===== src/rtl/ps2_kbd_ascii.sv =====
// PS/2 set-2 keyboard receiver and decoder: synchronises and filters the PS/2 lines,
// frames 11-bit packets, and turns make codes into ASCII/Enter strobes with shift tracking.
module ps2_kbd_ascii #(
  parameter int FILT_LEN    = 4,
  parameter int TIMEOUT_CYC = 100000
) (
  input  logic       CLK,
  input  logic       RST_N,
  input  logic       PS2_CLK,
  input  logic       PS2_DAT,
  output logic [7:0] ASCII,
  output logic       ASCII_EN,
  output logic       K_ENTER,
  output logic       SHIFT,
  output logic       ERR
);

  localparam int FW = $clog2(FILT_LEN + 1);
  localparam int TW = $clog2(TIMEOUT_CYC + 1);

  typedef enum logic [1:0] {
    S_IDLE   = 2'd0,
    S_DATA   = 2'd1,
    S_PARITY = 2'd2,
    S_STOP   = 2'd3
  } rx_state_e;

  logic [1:0]    clk_sync;
  logic [1:0]    dat_sync;
  logic          filt_clk;
  logic          filt_clk_d;
  logic [FW-1:0] filt_cnt;
  logic          fe;
  logic          dat;

  rx_state_e     state;
  rx_state_e     state_next;
  logic [2:0]    bit_cnt;
  logic [7:0]    shreg;
  logic          par_bit;
  logic [TW-1:0] to_cnt;
  logic          timeout;
  logic          byte_ok;
  logic          frame_err;

  logic          brk;
  logic          ext;
  logic [8:0]    mapped;

  // Idle PS/2 lines are high, so the synchronisers and filter reset to 1 to avoid a false edge.
  always_ff @(posedge CLK or negedge RST_N) begin
    if (!RST_N) begin
      clk_sync   <= 2'b11;
      dat_sync   <= 2'b11;
      filt_clk   <= 1'b1;
      filt_clk_d <= 1'b1;
      filt_cnt   <= '0;
    end else begin
      // NOTE: non-blocking assignments let every flop sample pre-edge values, which is what
      // makes the two-stage synchroniser a real two-stage shift rather than a single wire.
      clk_sync   <= {clk_sync[0], PS2_CLK};
      dat_sync   <= {dat_sync[0], PS2_DAT};
      filt_clk_d <= filt_clk;
      if (clk_sync[1] != filt_clk) begin
        if (filt_cnt == FW'(FILT_LEN - 1)) begin
          filt_clk <= clk_sync[1];
          filt_cnt <= '0;
        end else begin
          filt_cnt <= filt_cnt + 1'b1;
        end
      end else begin
        filt_cnt <= '0;
      end
    end
  end

  assign fe      = filt_clk_d & ~filt_clk;
  assign dat     = dat_sync[1];
  assign timeout = (state != S_IDLE) && (to_cnt == TW'(TIMEOUT_CYC - 1));

  always_ff @(posedge CLK or negedge RST_N) begin
    if (!RST_N) state <= S_IDLE;
    else        state <= state_next;
  end

  always_comb begin
    // NOTE: every output of this block gets a default first, so no path leaves one unassigned
    // and no latch is inferred.
    state_next = state;
    byte_ok    = 1'b0;
    frame_err  = 1'b0;
    if (timeout) begin
      state_next = S_IDLE;
    end else if (fe) begin
      case (state)
        S_IDLE:   if (!dat) state_next = S_DATA;
        S_DATA:   if (bit_cnt == 3'd7) state_next = S_PARITY;
        S_PARITY: state_next = S_STOP;
        S_STOP: begin
          state_next = S_IDLE;
          if (dat && (^{shreg, par_bit})) byte_ok   = 1'b1;
          else                            frame_err = 1'b1;
        end
        default:  state_next = S_IDLE;
      endcase
    end
  end

  always_ff @(posedge CLK or negedge RST_N) begin
    if (!RST_N) begin
      bit_cnt <= '0;
      shreg   <= '0;
      par_bit <= 1'b0;
      to_cnt  <= '0;
    end else begin
      if (state == S_IDLE || fe) to_cnt <= '0;
      else                       to_cnt <= to_cnt + 1'b1;
      if (fe) begin
        case (state)
          S_IDLE:   bit_cnt <= '0;
          S_DATA: begin
            shreg   <= {dat, shreg[7:1]};
            bit_cnt <= bit_cnt + 3'd1;
          end
          S_PARITY: par_bit <= dat;
          default:  ;
        endcase
      end
    end
  end

  // Returns {hit, ascii} for the un-extended printable keys; letters are always uppercase.
  function automatic logic [8:0] key_map(input logic [7:0] code);
    case (code)
      8'h1C: key_map = {1'b1, 8'h41};  8'h32: key_map = {1'b1, 8'h42};
      8'h21: key_map = {1'b1, 8'h43};  8'h23: key_map = {1'b1, 8'h44};
      8'h24: key_map = {1'b1, 8'h45};  8'h2B: key_map = {1'b1, 8'h46};
      8'h34: key_map = {1'b1, 8'h47};  8'h33: key_map = {1'b1, 8'h48};
      8'h43: key_map = {1'b1, 8'h49};  8'h3B: key_map = {1'b1, 8'h4A};
      8'h42: key_map = {1'b1, 8'h4B};  8'h4B: key_map = {1'b1, 8'h4C};
      8'h3A: key_map = {1'b1, 8'h4D};  8'h31: key_map = {1'b1, 8'h4E};
      8'h44: key_map = {1'b1, 8'h4F};  8'h4D: key_map = {1'b1, 8'h50};
      8'h15: key_map = {1'b1, 8'h51};  8'h2D: key_map = {1'b1, 8'h52};
      8'h1B: key_map = {1'b1, 8'h53};  8'h2C: key_map = {1'b1, 8'h54};
      8'h3C: key_map = {1'b1, 8'h55};  8'h2A: key_map = {1'b1, 8'h56};
      8'h1D: key_map = {1'b1, 8'h57};  8'h22: key_map = {1'b1, 8'h58};
      8'h35: key_map = {1'b1, 8'h59};  8'h1A: key_map = {1'b1, 8'h5A};
      8'h45: key_map = {1'b1, 8'h30};  8'h16: key_map = {1'b1, 8'h31};
      8'h1E: key_map = {1'b1, 8'h32};  8'h26: key_map = {1'b1, 8'h33};
      8'h25: key_map = {1'b1, 8'h34};  8'h2E: key_map = {1'b1, 8'h35};
      8'h36: key_map = {1'b1, 8'h36};  8'h3D: key_map = {1'b1, 8'h37};
      8'h3E: key_map = {1'b1, 8'h38};  8'h46: key_map = {1'b1, 8'h39};
      8'h29: key_map = {1'b1, 8'h20};  8'h66: key_map = {1'b1, 8'h08};
      default: key_map = 9'h000;
    endcase
  endfunction

  assign mapped = key_map(shreg);

  // Decode runs on the cycle the stop bit validates, so strobes appear one CLK after that edge.
  always_ff @(posedge CLK or negedge RST_N) begin
    if (!RST_N) begin
      ASCII    <= '0;
      ASCII_EN <= 1'b0;
      K_ENTER  <= 1'b0;
      SHIFT    <= 1'b0;
      ERR      <= 1'b0;
      brk      <= 1'b0;
      ext      <= 1'b0;
    end else begin
      ASCII_EN <= 1'b0;
      K_ENTER  <= 1'b0;
      ERR      <= frame_err | timeout;
      if (frame_err || timeout) begin
        brk <= 1'b0;
        ext <= 1'b0;
      end else if (byte_ok) begin
        if (shreg == 8'hF0) begin
          brk <= 1'b1;
        end else if (shreg == 8'hE0) begin
          ext <= 1'b1;
        end else begin
          brk <= 1'b0;
          ext <= 1'b0;
          if (brk) begin
            if (!ext && (shreg == 8'h12 || shreg == 8'h59)) SHIFT <= 1'b0;
          end else if (!ext && (shreg == 8'h12 || shreg == 8'h59)) begin
            SHIFT <= 1'b1;
          end else if (shreg == 8'h5A) begin
            K_ENTER <= 1'b1;
          end else if (!ext && mapped[8]) begin
            ASCII    <= mapped[7:0];
            ASCII_EN <= 1'b1;
          end
        end
      end
    end
  end

endmodule


===== config.mk =====
export PLATFORM = sky130hd
export DESIGN_NAME = ps2_kbd_ascii
export DESIGN_NICKNAME = d
export VERILOG_FILES = /design/src/rtl/ps2_kbd_ascii.sv
export SDC_FILE = /design/constraint.sdc
export NUM_CORES = 1
export LEC_CHECK = 0
export ABC_AREA = 1
export BUFFER_PORTS_ARGS = -buffer_cell sky130_fd_sc_hd__buf_2
export CORE_UTILIZATION = 58
export CTS_CLUSTER_SIZE = 8
export DETAILED_ROUTE_END_ITERATION = 10
export PLACE_DENSITY = 0.72
export SLEW_MARGIN = 20
export SYNTH_ARGS = -nofsm -noshare
export SYNTH_HDL_FRONTEND = slang
export SYNTH_SLANG_ARGS = --single-unit
export TNS_END_PERCENT = 1

===== constraint.sdc =====
create_clock -name CLK -period 1.95 [get_ports CLK]
set_input_delay 0.195 -clock CLK [delete_from_list [all_inputs] [get_ports CLK]]
set_output_delay 0.195 -clock CLK [all_outputs]
set_load 0.1 [all_outputs]

==> metrics.cfg <==
[worst_setup_path]
crit_path_max_fanout = 11
crit_path_frequent_cell = nand2_1
cp.arrival_ns = 2.04
critPathTopFamily = simple AND/OR/NAND/NOR gates
required_ns = 2.15
ff2ff_path_depth = 12
slowest_delay_ns = 0.43
crit_chain = inv_1 > nand2_1 > nor2_1 > nand2_1 > nand2_1 > nand2_1 > nand3_1 > inv_1 > nand2_2 > nor2_4 > nand2_1 > nand2_1
critPathCaptureType = register
cp-start-kind = register
crit_buf_inv = 2
worst_path_max_delay_cell = dfrtp_1
timing.rr.start = shreg[2]$_DFFE_PN0P_
r2r_end = ASCII[2]$_DFFE_PN0P_
crit_type = register to register
r2r_slack_ns = 0.11

[synth]
synthCells = 486
avgSynthCellArea_um2 = 7.059
ys_warn_count = 0
synth.cell_area_um2 = 3431
synth_nets = 506
ys_types = 38
synth-seq-area-share_pct = 38.88
ys_ff_latch = 53

[detailed_routing]
wirelength_um = 7712
first_pass_iters = 4
vias_per_cell = 5.391
drc = 0
wire_per_inst_um = 13.23
postRouteAntennaNets = 0
first_iter_violations = 203
via_count = 3143

[sta]
worst_slew_pin_slew_ns = 0.5263
period_minus_slack_ns = 1.837
finalWorstSetupSlack_ns = 0.1129
slew_headroom_pct = 64.91
setup_viol = 0
max_freq_mhz = 544.3
final.period_utilization_pct = 94.21
finalMaxSlewViolations = 0
grt_setup_unrepaired = yes
holdWs_ns = 0.3611
fin_skew_ns = 0.009909
final_hold_viol_count = 0

[clock_network]
clk_latency_ns = 0.30
clock-root-buffer = clkbuf_8
clockBufferDepth = 2
clk_pin_slew_worst_paths_ns = 0.09
cts_tree = built
clock_sinks = 53
htreeDepth = 2
numCtsBuffers = 5

[global_route]
grt_pass1_vias = 2956
gr-total-overflow = 0
track_usage_pct = 27.33
antenna_found_initial = 0
grt_max_degree = 23
grt_pass1_wl_um = 13180

[final_layout]
diodes = 0
final_cells = 583
final_nets = 530
final_cell_mix = nand2_1, inv_1, dfrtp_1
area_delta_synth_final_pct = 8.935
final_common_cell = nand2_1
drive_gt1_share_pct = 13.11

[placed_design]
gp_congestion = 1.006
post-place-ws_ns = 0.09794
io_buffers = 14
dp.cells = 572
dpl.hpwl_um = 5925

[power]
total_power_w = 0.003683
peakVddDrop_mv = 0.5405
power_density_nw_per_um2 = 985.6
leakagePower_nw = 1.975

[hold_path]
min_path_type = register to register
worstHoldStart = clk_sync[0]$_DFF_PN1_
min_to = clk_sync[1]$_DFF_PN1_
hold_path_depth = 0

[floorplanning]
die_x_um = 78.91
rows = 27
coreArea_um2 = 5608
dieArea_um2 = 6227
start_util_pct = 61.18
ios = 16
die_y_um = 78.91

[run_status]
outcome = completed

[flow_run]
maxCapViolations = 0

## where the power goes
group,switching (W),leakage (nW),internal [W]
Clock,0.000346,0.0455,0.000291
Combinational,0.00111,1.22,0.000528
Sequential,0.000138,0.707,0.00127
Total,0.00159,1.98,0.00209
## what timing repair did
item	in CTS	in global routing
endpoints found under the setup margin	0	17
buffers inserted	0	0
hold buffers	3	0
endpoints found under the hold margin	20	0
resized for setup	0	7
## kinds of logic (layout without fill, tap and decap cells)
logic type | Yosys count | in the layout | share of synthesized area, %
AO/OA/AOI/OAI | 60 | 60 | 9.592
multiplexers | 1 | 1 | 0.3282
XOR/XNOR | 5 | 5 | 1.276
adder cells (fa/ha/maj) | 16 | 16 | 5.835
buffers and inverters | 73 | 98 | 9.299
flip-flops | 53 | 53 | 38.88
other | 1 | 1 | 0.1093
AND/OR/NAND/NOR | 277 | 277 | 34.68
## metal layers
metal / share of wire (%) / track usage (%) / vias up
li1: - / - / 1581
met1: 42 / 32.74 / 1453
met2: 52 / 50.00 / 90
met3: 4.4 / 4.138 / 19
met4: 2.1 / 8.909 / 0
met5: 0 / 0 / -
## final cells by class
class | count | area, µm²
timing repair buffer | 27 | 175.2
clock buffer | 8 | 90.09
tap | 72 | 90.09
multi-input combinational | 360 | 1810
fill | 509 | 1871
inverter | 63 | 237.7
sequential | 53 | 1334
## flip-flops by register name (all words and copies together) (netlist names)
register    flops
SHIFT           1
par_bit         1
K_ENTER         1
state           2
brk             1
shreg           8
bit_cnt         3
filt_cnt        3
to_cnt         17
ERR             1
clk_sync        2
filt_clk        1
ASCII_EN        1
filt_clk_d      1
ASCII           7
ext             1
dat_sync        2
## cells in the mapped netlist (all sizes together)
| cell type | n | area share, % |
|---|---|---|
| xor2 | 4 | 1.0 |
| a22oi | 1 | 0.22 |
| o22ai | 1 | 0.18 |
| mux2 | 1 | 0.33 |
| or2 | 2 | 0.36 |
| o21bai | 4 | 0.88 |
| clkinv | 1 | 0.15 |
| nor2 | 47 | 6.2 |
| nand2 | 175 | 20 |
| nor4 | 1 | 0.18 |
| ha | 16 | 5.8 |
| xnor2 | 1 | 0.26 |
| a21oi | 17 | 2.5 |
| conb | 1 | 0.11 |
| clkbuf | 2 | 0.26 |
| dfrtp | 47 | 34 |
| a211oi | 1 | 0.22 |
| buf | 8 | 2.1 |
| nand3 | 35 | 5.3 |
| nor3 | 9 | 1.3 |
| nor3b | 1 | 0.22 |
| inv | 62 | 6.8 |
| o211ai | 5 | 1.1 |
| dfstp | 6 | 4.6 |
| o21ai | 31 | 4.5 |
| nand4 | 7 | 1.3 |
## per-stage QoR
stage / area (µm²) / setup TNS, ns / util, %
after floorplan: 3431 / 0 / -
after global placement: 3585 / 0 / 63.92
after detailed placement: 3585 / 0 / 63.92
after CTS: 3705 / 0 / 66.06
after global routing: 3737 / -0.4293 / 66.64
final: 3737 / 0 / 66.64
## worst max path at each step
stage,startpoint,endpoint,slack (ns),cells after the start
floorplan,shreg[1]$_DFFE_PN0P_,ASCII[0]$_DFFE_PN0P_,0.18,14
detailed placement,shreg[1]$_DFFE_PN0P_,ASCII[6]$_DFFE_PN0P_,0.1,14
global placement,shreg[1]$_DFFE_PN0P_,ASCII[3]$_DFFE_PN0P_,0.18,14
CTS,shreg[1]$_DFFE_PN0P_,ASCII[3]$_DFFE_PN0P_,0.06,13
finish,shreg[2]$_DFFE_PN0P_,ASCII[2]$_DFFE_PN0P_,0.11,12
global route,shreg[2]$_DFFE_PN0P_,ASCII[5]$_DFFE_PN0P_,-0.07,12
## worst reg2reg max path: stages, from the launching register on
cell and delay [ns]:
dfrtp_1 0.43, inv_1 0.28, nand2_1 0.23, nor2_1 0.18, nand2_1 0.07, nand2_1 0.07, nand2_1 0.08, nand3_1 0.09
inv_1 0.06, nand2_2 0.08, nor2_4 0.06, nand2_1 0.07, nand2_1 0.05
Note: power is estimated with default switching activity, not from simulation.
